**src/rtl/dvp_pkg.sv**
```systemverilog
// Shared types for the DVP frame gate: FSM state encoding and counter widths.
package dvp_pkg;

  typedef enum logic [1:0] {
    ST_IDLE  = 2'd0,
    ST_SYNC  = 2'd1,
    ST_FRAME = 2'd2
  } dvp_state_e;

  localparam int FRAME_CNT_W = 16;

endpackage

```
**src/rtl/dvp_edge_det.sv**
```systemverilog
// One-stage input register with rise/fall pulses derived from the registered copy.
module dvp_edge_det #(
  parameter logic RST_VAL = 1'b0
) (
  input  logic clk_i,
  input  logic rst_ni,
  input  logic d_i,
  output logic q_o,
  output logic rise_o,
  output logic fall_o
);

  logic q_q, prev_q;

  // Resetting both stages to the same level means no edge is reported
  // until the input has actually been observed at the opposite level.
  always_ff @(posedge clk_i or negedge rst_ni) begin
    if (!rst_ni) begin
      q_q    <= RST_VAL;
      prev_q <= RST_VAL;
    end else begin
      q_q    <= d_i;
      prev_q <= q_q;
    end
  end

  assign q_o    = q_q;
  assign rise_o = q_q & ~prev_q;
  assign fall_o = ~q_q & prev_q;

endmodule

```
**src/rtl/dvp_frame_gate.sv**
```systemverilog
// DVP front end: drops the partial frame after reset/enable, forwards whole
// frames with fixed 2-cycle latency and checks line/frame geometry.
module dvp_frame_gate
  import dvp_pkg::*;
#(
  parameter int   DATA_BITS = 8,
  parameter int   H_BITS    = 12,
  parameter int   V_BITS    = 12,
  parameter logic VSYNC_POL = 1'b1
) (
  input  logic                   vid_clk,
  input  logic                   vid_rstn,
  input  logic                   enable,
  input  logic [H_BITS-1:0]      cfg_width,
  input  logic [V_BITS-1:0]      cfg_height,
  input  logic                   in_vsync,
  input  logic                   in_href,
  input  logic [DATA_BITS-1:0]   in_data,
  output logic                   vid_vsync,
  output logic                   vid_active_video,
  output logic [DATA_BITS-1:0]   vid_data,
  output logic                   running,
  output logic [FRAME_CNT_W-1:0] frame_count,
  output logic                   err_width,
  output logic                   err_height,
  input  logic                   err_clr
);

  logic                 vs_raw;
  logic                 vs_q, vs_rise, vs_fall;
  logic                 href_q, href_rise, href_fall;
  logic [DATA_BITS-1:0] data_q;

  assign vs_raw = ~(in_vsync ^ VSYNC_POL);

  // vs detector resets "active" so a vsync already asserted at reset release
  // is not mistaken for a frame start.
  dvp_edge_det #(.RST_VAL(1'b1)) u_vs_det (
    .clk_i  (vid_clk),
    .rst_ni (vid_rstn),
    .d_i    (vs_raw),
    .q_o    (vs_q),
    .rise_o (vs_rise),
    .fall_o (vs_fall)
  );

  dvp_edge_det #(.RST_VAL(1'b0)) u_href_det (
    .clk_i  (vid_clk),
    .rst_ni (vid_rstn),
    .d_i    (in_href),
    .q_o    (href_q),
    .rise_o (href_rise),
    .fall_o (href_fall)
  );

  logic unused_edges;
  assign unused_edges = vs_fall ^ href_rise;

  always_ff @(posedge vid_clk or negedge vid_rstn) begin
    if (!vid_rstn) data_q <= '0;
    else           data_q <= in_data;
  end

  dvp_state_e state_q, state_d;

  always_ff @(posedge vid_clk or negedge vid_rstn) begin
    if (!vid_rstn) state_q <= ST_IDLE;
    else           state_q <= state_d;
  end

  always_comb begin
    state_d = state_q;
    unique case (state_q)
      ST_IDLE:  if (enable) state_d = ST_SYNC;
      ST_SYNC: begin
        if (!enable)      state_d = ST_IDLE;
        else if (vs_rise) state_d = ST_FRAME;
      end
      ST_FRAME: if (vs_rise && !enable) state_d = ST_IDLE;
      default:  state_d = ST_IDLE;
    endcase
  end

  logic in_frame, fwd, frame_start, frame_end;

  // A vs edge in FRAME both ends the current frame and, if still enabled,
  // starts the next one; the stopping edge itself is not forwarded.
  always_comb begin
    in_frame    = 1'b0;
    fwd         = 1'b0;
    frame_start = 1'b0;
    frame_end   = 1'b0;
    unique case (state_q)
      ST_SYNC: begin
        fwd         = vs_rise && enable;
        frame_start = vs_rise && enable;
      end
      ST_FRAME: begin
        in_frame    = 1'b1;
        frame_end   = vs_rise;
        frame_start = vs_rise && enable;
        fwd         = !(vs_rise && !enable);
      end
      default: ;
    endcase
  end

  logic [H_BITS-1:0]      pix_q, pix_d, width_q;
  logic [V_BITS-1:0]      line_q, line_d, line_tot, height_q;
  logic [FRAME_CNT_W-1:0] frame_cnt_q, frame_cnt_d;
  logic                   err_w_q, err_w_d, err_h_q, err_h_d;
  logic                   line_end, width_bad, height_bad;

  assign line_end = href_fall && in_frame;
  // A line ending on the frame-end edge still belongs to the ending frame.
  assign line_tot   = (line_end && line_q != '1) ? line_q + V_BITS'(1) : line_q;
  assign width_bad  = line_end && (pix_q != width_q);
  assign height_bad = frame_end && (line_tot != height_q);

  always_comb begin
    pix_d = pix_q;
    if (href_fall)                         pix_d = '0;
    else if (fwd && href_q && pix_q != '1) pix_d = pix_q + H_BITS'(1);

    line_d = frame_start ? '0 : line_tot;

    frame_cnt_d = frame_end ? frame_cnt_q + FRAME_CNT_W'(1) : frame_cnt_q;

    err_w_d = width_bad  | (err_w_q & ~err_clr);
    err_h_d = height_bad | (err_h_q & ~err_clr);
  end

  always_ff @(posedge vid_clk or negedge vid_rstn) begin
    if (!vid_rstn) begin
      pix_q       <= '0;
      line_q      <= '0;
      frame_cnt_q <= '0;
      err_w_q     <= 1'b0;
      err_h_q     <= 1'b0;
      width_q     <= '0;
      height_q    <= '0;
    end else begin
      pix_q       <= pix_d;
      line_q      <= line_d;
      frame_cnt_q <= frame_cnt_d;
      err_w_q     <= err_w_d;
      err_h_q     <= err_h_d;
      if (frame_start) begin
        width_q  <= cfg_width;
        height_q <= cfg_height;
      end
    end
  end

  logic                 vsync_q, active_q;
  logic [DATA_BITS-1:0] vdata_q;

  always_ff @(posedge vid_clk or negedge vid_rstn) begin
    if (!vid_rstn) begin
      vsync_q  <= 1'b0;
      active_q <= 1'b0;
      vdata_q  <= '0;
    end else begin
      vsync_q  <= fwd & vs_q;
      active_q <= fwd & href_q;
      vdata_q  <= fwd ? data_q : '0;
    end
  end

  assign vid_vsync        = vsync_q;
  assign vid_active_video = active_q;
  assign vid_data         = vdata_q;
  assign running          = in_frame;
  assign frame_count      = frame_cnt_q;
  assign err_width        = err_w_q;
  assign err_height       = err_h_q;

endmodule
```
**config.mk**
```make
export PLATFORM = sky130hd
export DESIGN_NAME = dvp_frame_gate
export DESIGN_NICKNAME = d
export VERILOG_FILES = /design/src/rtl/dvp_pkg.sv /design/src/rtl/dvp_edge_det.sv /design/src/rtl/dvp_frame_gate.sv
export SDC_FILE = /design/constraint.sdc
export NUM_CORES = 1
export LEC_CHECK = 0
export ABC_CLOCK_PERIOD_IN_PS = 2860
export CAP_MARGIN = 10
export CORE_ASPECT_RATIO = 1.2
export CORE_MARGIN = 3
export CORE_UTILIZATION = 45
export DETAILED_ROUTE_END_ITERATION = 8
export PLACE_DENSITY = 0.69
export SLEW_MARGIN = 25
export SYNTH_ARGS = -nofsm -noshare
export SYNTH_HDL_FRONTEND = slang
export SYNTH_SLANG_ARGS = --single-unit
export TNS_END_PERCENT = 5
```
**constraint.sdc**
```tcl
create_clock -name vid_clk -period 2.86 [get_ports vid_clk]
set_input_delay 0.429 -clock vid_clk [delete_from_list [all_inputs] [get_ports vid_clk]]
set_output_delay 0.429 -clock vid_clk [all_outputs]
set_load 0.01 [all_outputs]
```
Word-level counts from Yosys, hierarchy flattened --
Cells that the tools add are included.
Storage, ports and cells: flip-flop bits (word level) 90, bits of input ports 38, output and inout port bits 29, logic and storage cells 67
Cells by class: $add $sub $neg 3, eq/ne operators 9, muxes and demuxes 14, bitwise gates (word level) 11, reduce and logical (&&, ||, !) cells 14
Operators with widths (number):
- $mux 12 | 4
- $add 12x1->12 const B | 2
- $ne 12x12->1 | 2
- $ne 12x12->1 const B | 2
- $add 16x1->16 const B | 1
- $logic_and 1x1->1 | 8
- $mux 2 | 4
- $mux 8 | 1
- $and 1x1->1 | 6
- $pmux 2 s3 | 1
- $ne 2x2->1 const B | 2
- $mux 1 | 3
- $ne 3x3->1 const B | 1
- $not 1->1 | 3
- $reduce_and 3->1 | 1
- $eq 2x1->1 const B | 1
- $eq 2x2->1 const B | 1
- $logic_not 1->1 | 2
- $logic_not 2->1 | 1
- $or 1x1->1 | 2
- $pmux 1 s2 | 1
- $reduce_bool 2->1 | 1
- $reduce_or 2->1 | 1

Logic depth before layout (Yosys ltp) --
Gate-level depths: netlist (run 1).
depth in word-level cells 9, depth in mapped cells 10, depth with buffers taken out 8

Cells and area by module --
From an unflattened synthesis (run 1), not the netlist that was laid out.
Unflattened totals: cell total of the unflattened synthesis 383, area, all modules 4260.3 um^2
Modules (own cells, without submodules):
- dvp_frame_gate | times used 1, cells each 375, area an instance 4127.7 um^2, sequential area each 2152.1 um^2
- dvp_edge_det (u_vs_det) | times used 1, cells each 4, area an instance 67.6 um^2, sequential area each 52.6 um^2
- dvp_edge_det (u_href_det) | times used 1, cells each 4, area an instance 65.1 um^2, sequential area each 50.0 um^2

Worst setup path after synthesis (run 1) --
OpenSTA, ideal clock, no wires.
path kind reg-to-reg, from register state_q[0], to register err_h_q (netlist: err_height), library setup time 0.143 ns, data arrival time 2.181 ns, data required time 2.717 ns, setup slack 0.535 ns, stages on the path, launching flop included 10, path buffers 1, clock period less this slack 2.325 ns, cell sequence dfrtp_1 -> inv_1 -> ha_1 -> buf_4 -> nand3b_1 -> nor4_1 -> nand2_1 -> xnor2_1 -> a2111oi_0 -> a32oi_1
On the way: longest elaborated chain between the ends 8, elaborated cells between the ends (all ways) 9, those cells by class eq/ne (2); mux (3); bitwise (1); reduce/logical (3)
Ends and longest elaborated chain:
- start: declaration | RTL line dvp_frame_gate.sv:64 | dvp_state_e state_q, state_d;
- start signal: assignment | RTL line dvp_frame_gate.sv:68 | else state_q <= state_d;
- $eq 2x2->1 | RTL line dvp_frame_gate.sv:93 | unique case (state_q)
- $mux 1 | RTL line dvp_frame_gate.sv:93
- net running | RTL line dvp_frame_gate.sv:22 | output logic running,
- $logic_and 1x1->1 | RTL line dvp_frame_gate.sv:114 | assign line_end = href_fall && in_frame;
- $logic_and 1x1->1 | RTL line dvp_frame_gate.sv:116 | assign line_tot = (line_end && line_q != '1) ? line_q + V_BITS'(1) : line_q;
- $mux 12 | RTL line dvp_frame_gate.sv:116
- $ne 12x12->1 | RTL line dvp_frame_gate.sv:118 | assign height_bad = frame_end && (line_tot != height_q);
- $logic_and 1x1->1 | RTL line dvp_frame_gate.sv:118
- $or 1x1->1 | RTL line dvp_frame_gate.sv:130 | err_h_d = height_bad | (err_h_q & ~err_clr);
- net err_h_d | RTL line dvp_frame_gate.sv:111 | logic err_w_q, err_w_d, err_h_q, err_h_d;
- end signal: assignment | RTL line dvp_frame_gate.sv:147 | err_h_q <= err_h_d;
- end: declaration | RTL line dvp_frame_gate.sv:111
The timed path passes the listed nets, and every way through them passes these cells. A chain may end at the register's enable or synchronous reset.

Worst setup path in the final report (run 1) --
from register line_q[1], to register err_h_q (netlist: err_height)
On the way: longest elaborated chain between the ends 6, elaborated cells between the ends (all ways) 7, those cells by class add/sub (1); eq/ne (2); mux (1); bitwise (1); reduce/logical (2)
Ends and longest elaborated chain:
- start: declaration | RTL line dvp_frame_gate.sv:109 | logic [V_BITS-1:0] line_q, line_d, line_tot, height_q;
- start signal: assignment | RTL line dvp_frame_gate.sv:144 | line_q <= line_d;
- branches (longest 2 deep; another with $add 12x1->12)
- $mux 12 * | RTL line dvp_frame_gate.sv:116
- $ne 12x12->1 * | RTL line dvp_frame_gate.sv:118
- $logic_and 1x1->1 * | RTL line dvp_frame_gate.sv:118
- $or 1x1->1 * | RTL line dvp_frame_gate.sv:130
- net err_h_d | RTL line dvp_frame_gate.sv:111
Mark *: on every way through the listed nets, which the timed path passes.

==> flow_summary.json, run 1 <==
{
  "first_pass_iters": 4,
  "leakage_nw": 2.29,
  "drv_cap": 0,
  "synth.largest_area_cell": "dfrtp_1",
  "floorplan.initialDensity_pct": 46.9,
  "skew_ns": 0.0129,
  "pre_cts_ws_ns": 0.254,
  "grt-ovfl-total": 0,
  "hp-class": "input pin to async pin",
  "clk_pin_slew_ns": 0.09,
  "insertion_delay_ns": 0.36,
  "crit_fanout": 8,
  "fin_area_sq_mm": 0.00533,
  "final_cell_mix": "88 x dfrtp_1, 65 x clkdlybuf4s50_1, 37 x xnor2_1, 31 x nor2_1, 25 x mux2_2",
  "vias": 3078,
  "power_density_mw_per_mm2": 714,
  "clock-sinks": 90,
  "startpoint_type": "register",
  "grt_max_degree": 50,
  "critPathKind": "register to register",
  "synth_top_flop_cell": "dfrtp_1",
  "wire_per_inst_um": 15.3,
  "cts-root-buf": "clkbuf_8",
  "layout-drive-gt1-share_pct": 12.7,
  "cts_tree": "yes",
  "antenna_found_initial": 0,
  "grt_pass1_wl_um": 14700,
  "whs_ns": 0.0356,
  "dpl-instance-area_sq_mm": 0.00512,
  "gp_congestion": 0.973,
  "ir_drop_mv": 0.398,
  "die-height_um": 113,
  "synth_cell_types": 58,
  "cp.arrival_ns": 2.76,
  "tns_ns": 0,
  "slew_headroom_pct": 41.1,
  "htreeDepth": 3,
  "fmax_ghz": 0.394,
  "tightest_slew_ns": 0.882,
  "row_count": 38,
  "grt_setup_unrepaired": "no",
  "numCtsBuffers": 9,
  "die_x_um": 95.5,
  "synth_edf_count": 0,
  "end_kind": "register",
  "clk_path_buf_depth": 2,
  "io_buffers": 66,
  "syn_to_final_growth_pct": 23.3,
  "nNetsFinal": 489,
  "track_usage_pct": 17.5,
  "cts_setup_buffers": 0,
  "diodes": 0,
  "hold_viol_final": 0,
  "setup_viol": 0,
  "ys_seq_area_share_pct": 52.1,
  "via_per_inst": 5.40,
  "drtAntennaViolNets": 0,
  "status": "finished, final reports clean",
  "drt-initial-drc-count": 151,
  "maxSlewViolCount": 0,
  "die-area_sq_mm": 0.0108,
  "synth.net_count": 420,
  "syn_inst": 376,
  "synth-async-reset-ratio_pct": 100,
  "ys.warnings.count": 0,
  "fillers": 811,
  "min_period_over_period_pct": 88.8,
  "drc": 0,
  "drt_wl_total_um": 8700,
  "critPathRequiredTime_ns": 3.08,
  "grt_pass1_vias": 3079,
  "place_hpwl_um": 6330,
  "fin_crit_ns": 2.54,
  "syn_area_sq_mm": 0.00432,
  "syn_area_per_cell_sq_um": 11.5,
  "synth_seq_cells": 90,
  "mostFrequentLayoutCell": "dfrtp_1",
  "cts_hold_repair.buffers": 0,
  "setup_slack_ns": 0.320,
  "core_area_sq_mm": 0.00922,
  "ios": 67,
  "yosys-top-cells-area": "dfrtp_1 51%, xnor2_1 7.5%, mux2_2 6.5%",
  "p_total_w": 0.00381,
  "synth_top_area_share_pct": 50.9
}
metrics by stage:
step / utilization [%] / std cells
final: 57.8 / 570
after CTS: 57.7 / 570
after floorplan: - / 376
after global placement: 55.5 / 554
after detailed placement: 55.5 / 554
after global routing: 57.8 / 570
flip-flops by register name, summed over array words and instances (netlist names), 2 cells and up:
signal	cells
width_q	12
data_q	8
line_q	12
vid_data	8
state_q	2
pix_q	12
frame_count	16
height_q	12
repair_timing:
action                                  4_1_cts  5_1_grt
endpoints found under the setup margin        0        1
hold endpoints to repair                      0        0
gates resized for setup                       0        1
worst max-delay path, cell delays in order (launching register included):
cell,delay (ns)
dfrtp_1,0.48
ha_1,0.26
nand3_1,0.28
a2111o_1,0.55
xor2_1,0.15
o21ai_0,0.16
nor4b_1,0.37
a32oi_1,0.16
per-layer routing:
metal  up-vias  GRT usage, %  wire [um]
met1      1515          21.8       3530
met3        12          4.35        426
li1       1470             -          -
met5         -             0          0
met2        81          29.7       4560
met4         0          5.98        178
cells by family after synthesis:
| family | Yosys count | share of synthesized area [%] |
|---|---|---|
| simple gates | 137 | 18.5 |
| fa+ha+maj | 6 | 1.74 |
| xor+xnor | 55 | 12.1 |
| mux | 27 | 6.97 |
| flops | 90 | 52.1 |
| buf+inv | 22 | 2.46 |
| compound gates | 39 | 6.08 |
synth_stat cells (2+ instances only):
cell type / instances
nand4_1: 10
nand3b_1: 4
a21oi_1: 11
ha_1: 6
nand2_1: 12
nor4_1: 6
dfstp_2: 2
and3_1: 9
inv_1: 9
o21ai_0: 7
nor2_1: 31
o22ai_1: 2
and4_1: 5
buf_4: 3
xnor2_1: 37
nor2b_1: 7
buf_1: 2
xor2_1: 15
nor3_1: 8
a31oi_1: 3
dfrtp_1: 88
clkbuf_1: 3
buf_2: 4
nand3_1: 17
and3b_1: 2
or3_1: 2
mux2_2: 25
nand2b_1: 4
xnor3_1: 3
and2_1: 10
mux2i_1: 2
layout make-up:
cell class	instances	area [sq um]	share of cell area (%)
clock buffer	11	141	2.65
clock inverter	5	62.6	1.17
inverter	9	33.8	0.634
multi-input combinational	264	1970	36.9
sequential	90	2250	42.3
tap	120	150	2.82
timing repair buffer	71	721	13.5
worst paths after layout:
| path | cells past startpoint | startpoint | slack (ns) | to |
|---|---|---|---|---|
| max | 7 | line_q[1] | 0.32 | err_height |
| min | 1 | vid_rstn | 0.04 | frame_count[8] |
| max reg2reg | 7 | line_q[1] | 0.32 | err_height |
| min reg2reg | 0 | u_vs_det.q_o | 0.41 | u_vs_det.prev_q |
| max in group asynchronous | 2 | vid_rstn | 2.18 | err_width |
| min in group vid_clk | 0 | u_vs_det.q_o | 0.41 | u_vs_det.prev_q |
power by group:
part | switching (W) | internal, W
sequential | 0.000304 | 0.00155
combinational | 0.000441 | 0.000637
clock | 0.000441 | 0.000432
total | 0.00119 | 0.00262
(Power assumes the default switching activity.)
==> run 2: changes to the inputs <==
- CORE_ASPECT_RATIO: 1.2 -> 1.4
==> flow_summary.json, run 2 (synthesis gave the netlist of run 1 again) <==
{
  "die_x_um": 88.8,
  "grt_pass1_vias": 3212,
  "crit_fanout": 10,
  "diodes": 0,
  "p_total_w": 0.00411,
  "core_area_sq_mm": 0.00918,
  "startpoint_type": "register",
  "insertion_delay_ns": 0.34,
  "drt-initial-drc-count": 152,
  "numCtsBuffers": 9,
  "leakage_nw": 2.34,
  "cts_setup_buffers": 0,
  "setup_viol": 0,
  "ir_drop_mv": 0.341,
  "slowest_delay_ns": 0.39,
  "tns_ns": 0,
  "htreeDepth": 3,
  "layout-drive-gt1-share_pct": 12.9,
  "skew_ns": 0.00767,
  "antenna_found_initial": 0,
  "clk_pin_slew_ns": 0.07,
  "nNetsFinal": 490,
  "ios": 67,
  "fillers": 765,
  "mostFrequentLayoutCell": "dfrtp_1",
  "syn_to_final_growth_pct": 24.7,
  "via_per_inst": 5.59,
  "end_kind": "register",
  "die-height_um": 122,
  "die-area_sq_mm": 0.0108,
  "tightest_slew_ns": 0.868,
  "reg2regPathDepth": 9,
  "crit_cells": 9,
  "critPathKind": "register to register",
  "crit_buf_inv": 2,
  "io_buffers": 66,
  "gp_congestion": 0.949,
  "critPathRequiredTime_ns": 3.07,
  "fin_crit_ns": 2.54,
  "grt_max_degree": 53,
  "clk_path_buf_depth": 2,
  "largest_reg_flops": 16,
  "vias": 3120,
  "drv_cap": 0,
  "path_cells": "inv_1 > ha_1 > buf_4 > and3b_1 > nand4_4 > or3_1 > a31o_1 > nor4_2 > a32oi_1",
  "cts-root-buf": "clkbuf_16",
  "row_count": 41,
  "grt_setup_unrepaired": "no",
  "critPathSlowestCell": "dfrtp_1",
  "slew_headroom_pct": 42.0,
  "hp-class": "input pin to async pin",
  "drt_wl_total_um": 9230,
  "clock-sinks": 90,
  "fmax_ghz": 0.394,
  "use_met1_pct": 20.9,
  "grt.met3_usage_pct": 3.32,
  "floorplan.initialDensity_pct": 47.1,
  "cp.arrival_ns": 2.74,
  "top_usage_layer": "met2",
  "final_cell_mix": "88 x dfrtp_1, 65 x clkdlybuf4s50_1, 37 x xnor2_1, 31 x nor2_1, 25 x mux2_2",
  "maxSlewViolCount": 0,
  "track_usage_pct": 18.4,
  "status": "finished, final reports clean",
  "crit_family": "simple AND/OR/NAND/NOR gates",
  "drtAntennaViolNets": 0,
  "drc": 0,
  "power_density_mw_per_mm2": 762,
  "place_hpwl_um": 6720,
  "cts_resized": 0,
  "min_period_over_period_pct": 88.7,
  "grt-ovfl-total": 0,
  "hold_viol_final": 0,
  "cts_tree": "yes",
  "wire_per_inst_um": 16.5,
  "use_met2_pct": 31.1,
  "grt_pass1_wl_um": 15200,
  "first_pass_iters": 5,
  "cts_hold_repair.buffers": 0
}
run 2: cell count changes in the layout (fill, tap and decap cells not counted):
cell / change
buf_12: -1
clkbuf_16: +9
nor4_2: -1
inv_6: +2
bufinv_16: -1
buf_4: +2
clkbuf_8: -10
inv_8: +2
clkinvlp_4: -1
clkbuf_1: -1
nor4_1: +1
run 2: through the flow:
step	worst slack [ns]	instances	utilization, %	hold WS [ns]	cell area (sq um)
2_1_floorplan	0.535	376	-	0.133	4320
3_3_place_gp	0.387	542	55.6	0.389	5100
3_5_place_dp	0.351	542	55.6	0.394	5100
4_1_cts	0.349	558	58.7	0.140	5390
5_1_grt	0.152	558	58.7	0.163	5390
6_report	0.322	558	58.7	0.122	5390
run 2: routing by layer:
metal	vias up	routed length, um
met5	-	0
met1	1549	3620
met3	34	299
met4	0	425
li1	1466	-
met2	71	4880
run 2: path summary, 6_finish.rpt:
check / start / to / slack (ns)
max in group asynchronous: vid_rstn / width_q[9] / 2.08
setup reg to reg: state_q[0] / err_height / 0.32
min in group vid_clk: u_vs_det.q_o / u_vs_det.prev_q / 0.40
hold / removal: vid_rstn / frame_count[14] / 0.12
hold reg to reg: u_vs_det.q_o / u_vs_det.prev_q / 0.40
setup / recovery: state_q[0] / err_height / 0.32
run 2: cell type report:
cell class,count,area (sq um),share of cell area (%)
Sequential cell,90,2250,41.8
Multi-Input combinational cell,264,1960,36.4
Timing Repair Buffer,72,716,13.3
Clock buffer,9,225,4.18
Tap cell,107,134,2.48
Clock inverter,7,65.1,1.21
Inverter,9,33.8,0.627
run 2: where the power goes:
part | total, W | internal, W | switching (W)
combinational | 0.00110 | 0.000637 | 0.000466
sequential | 0.00186 | 0.00155 | 0.000304
clock | 0.00115 | 0.000612 | 0.000537
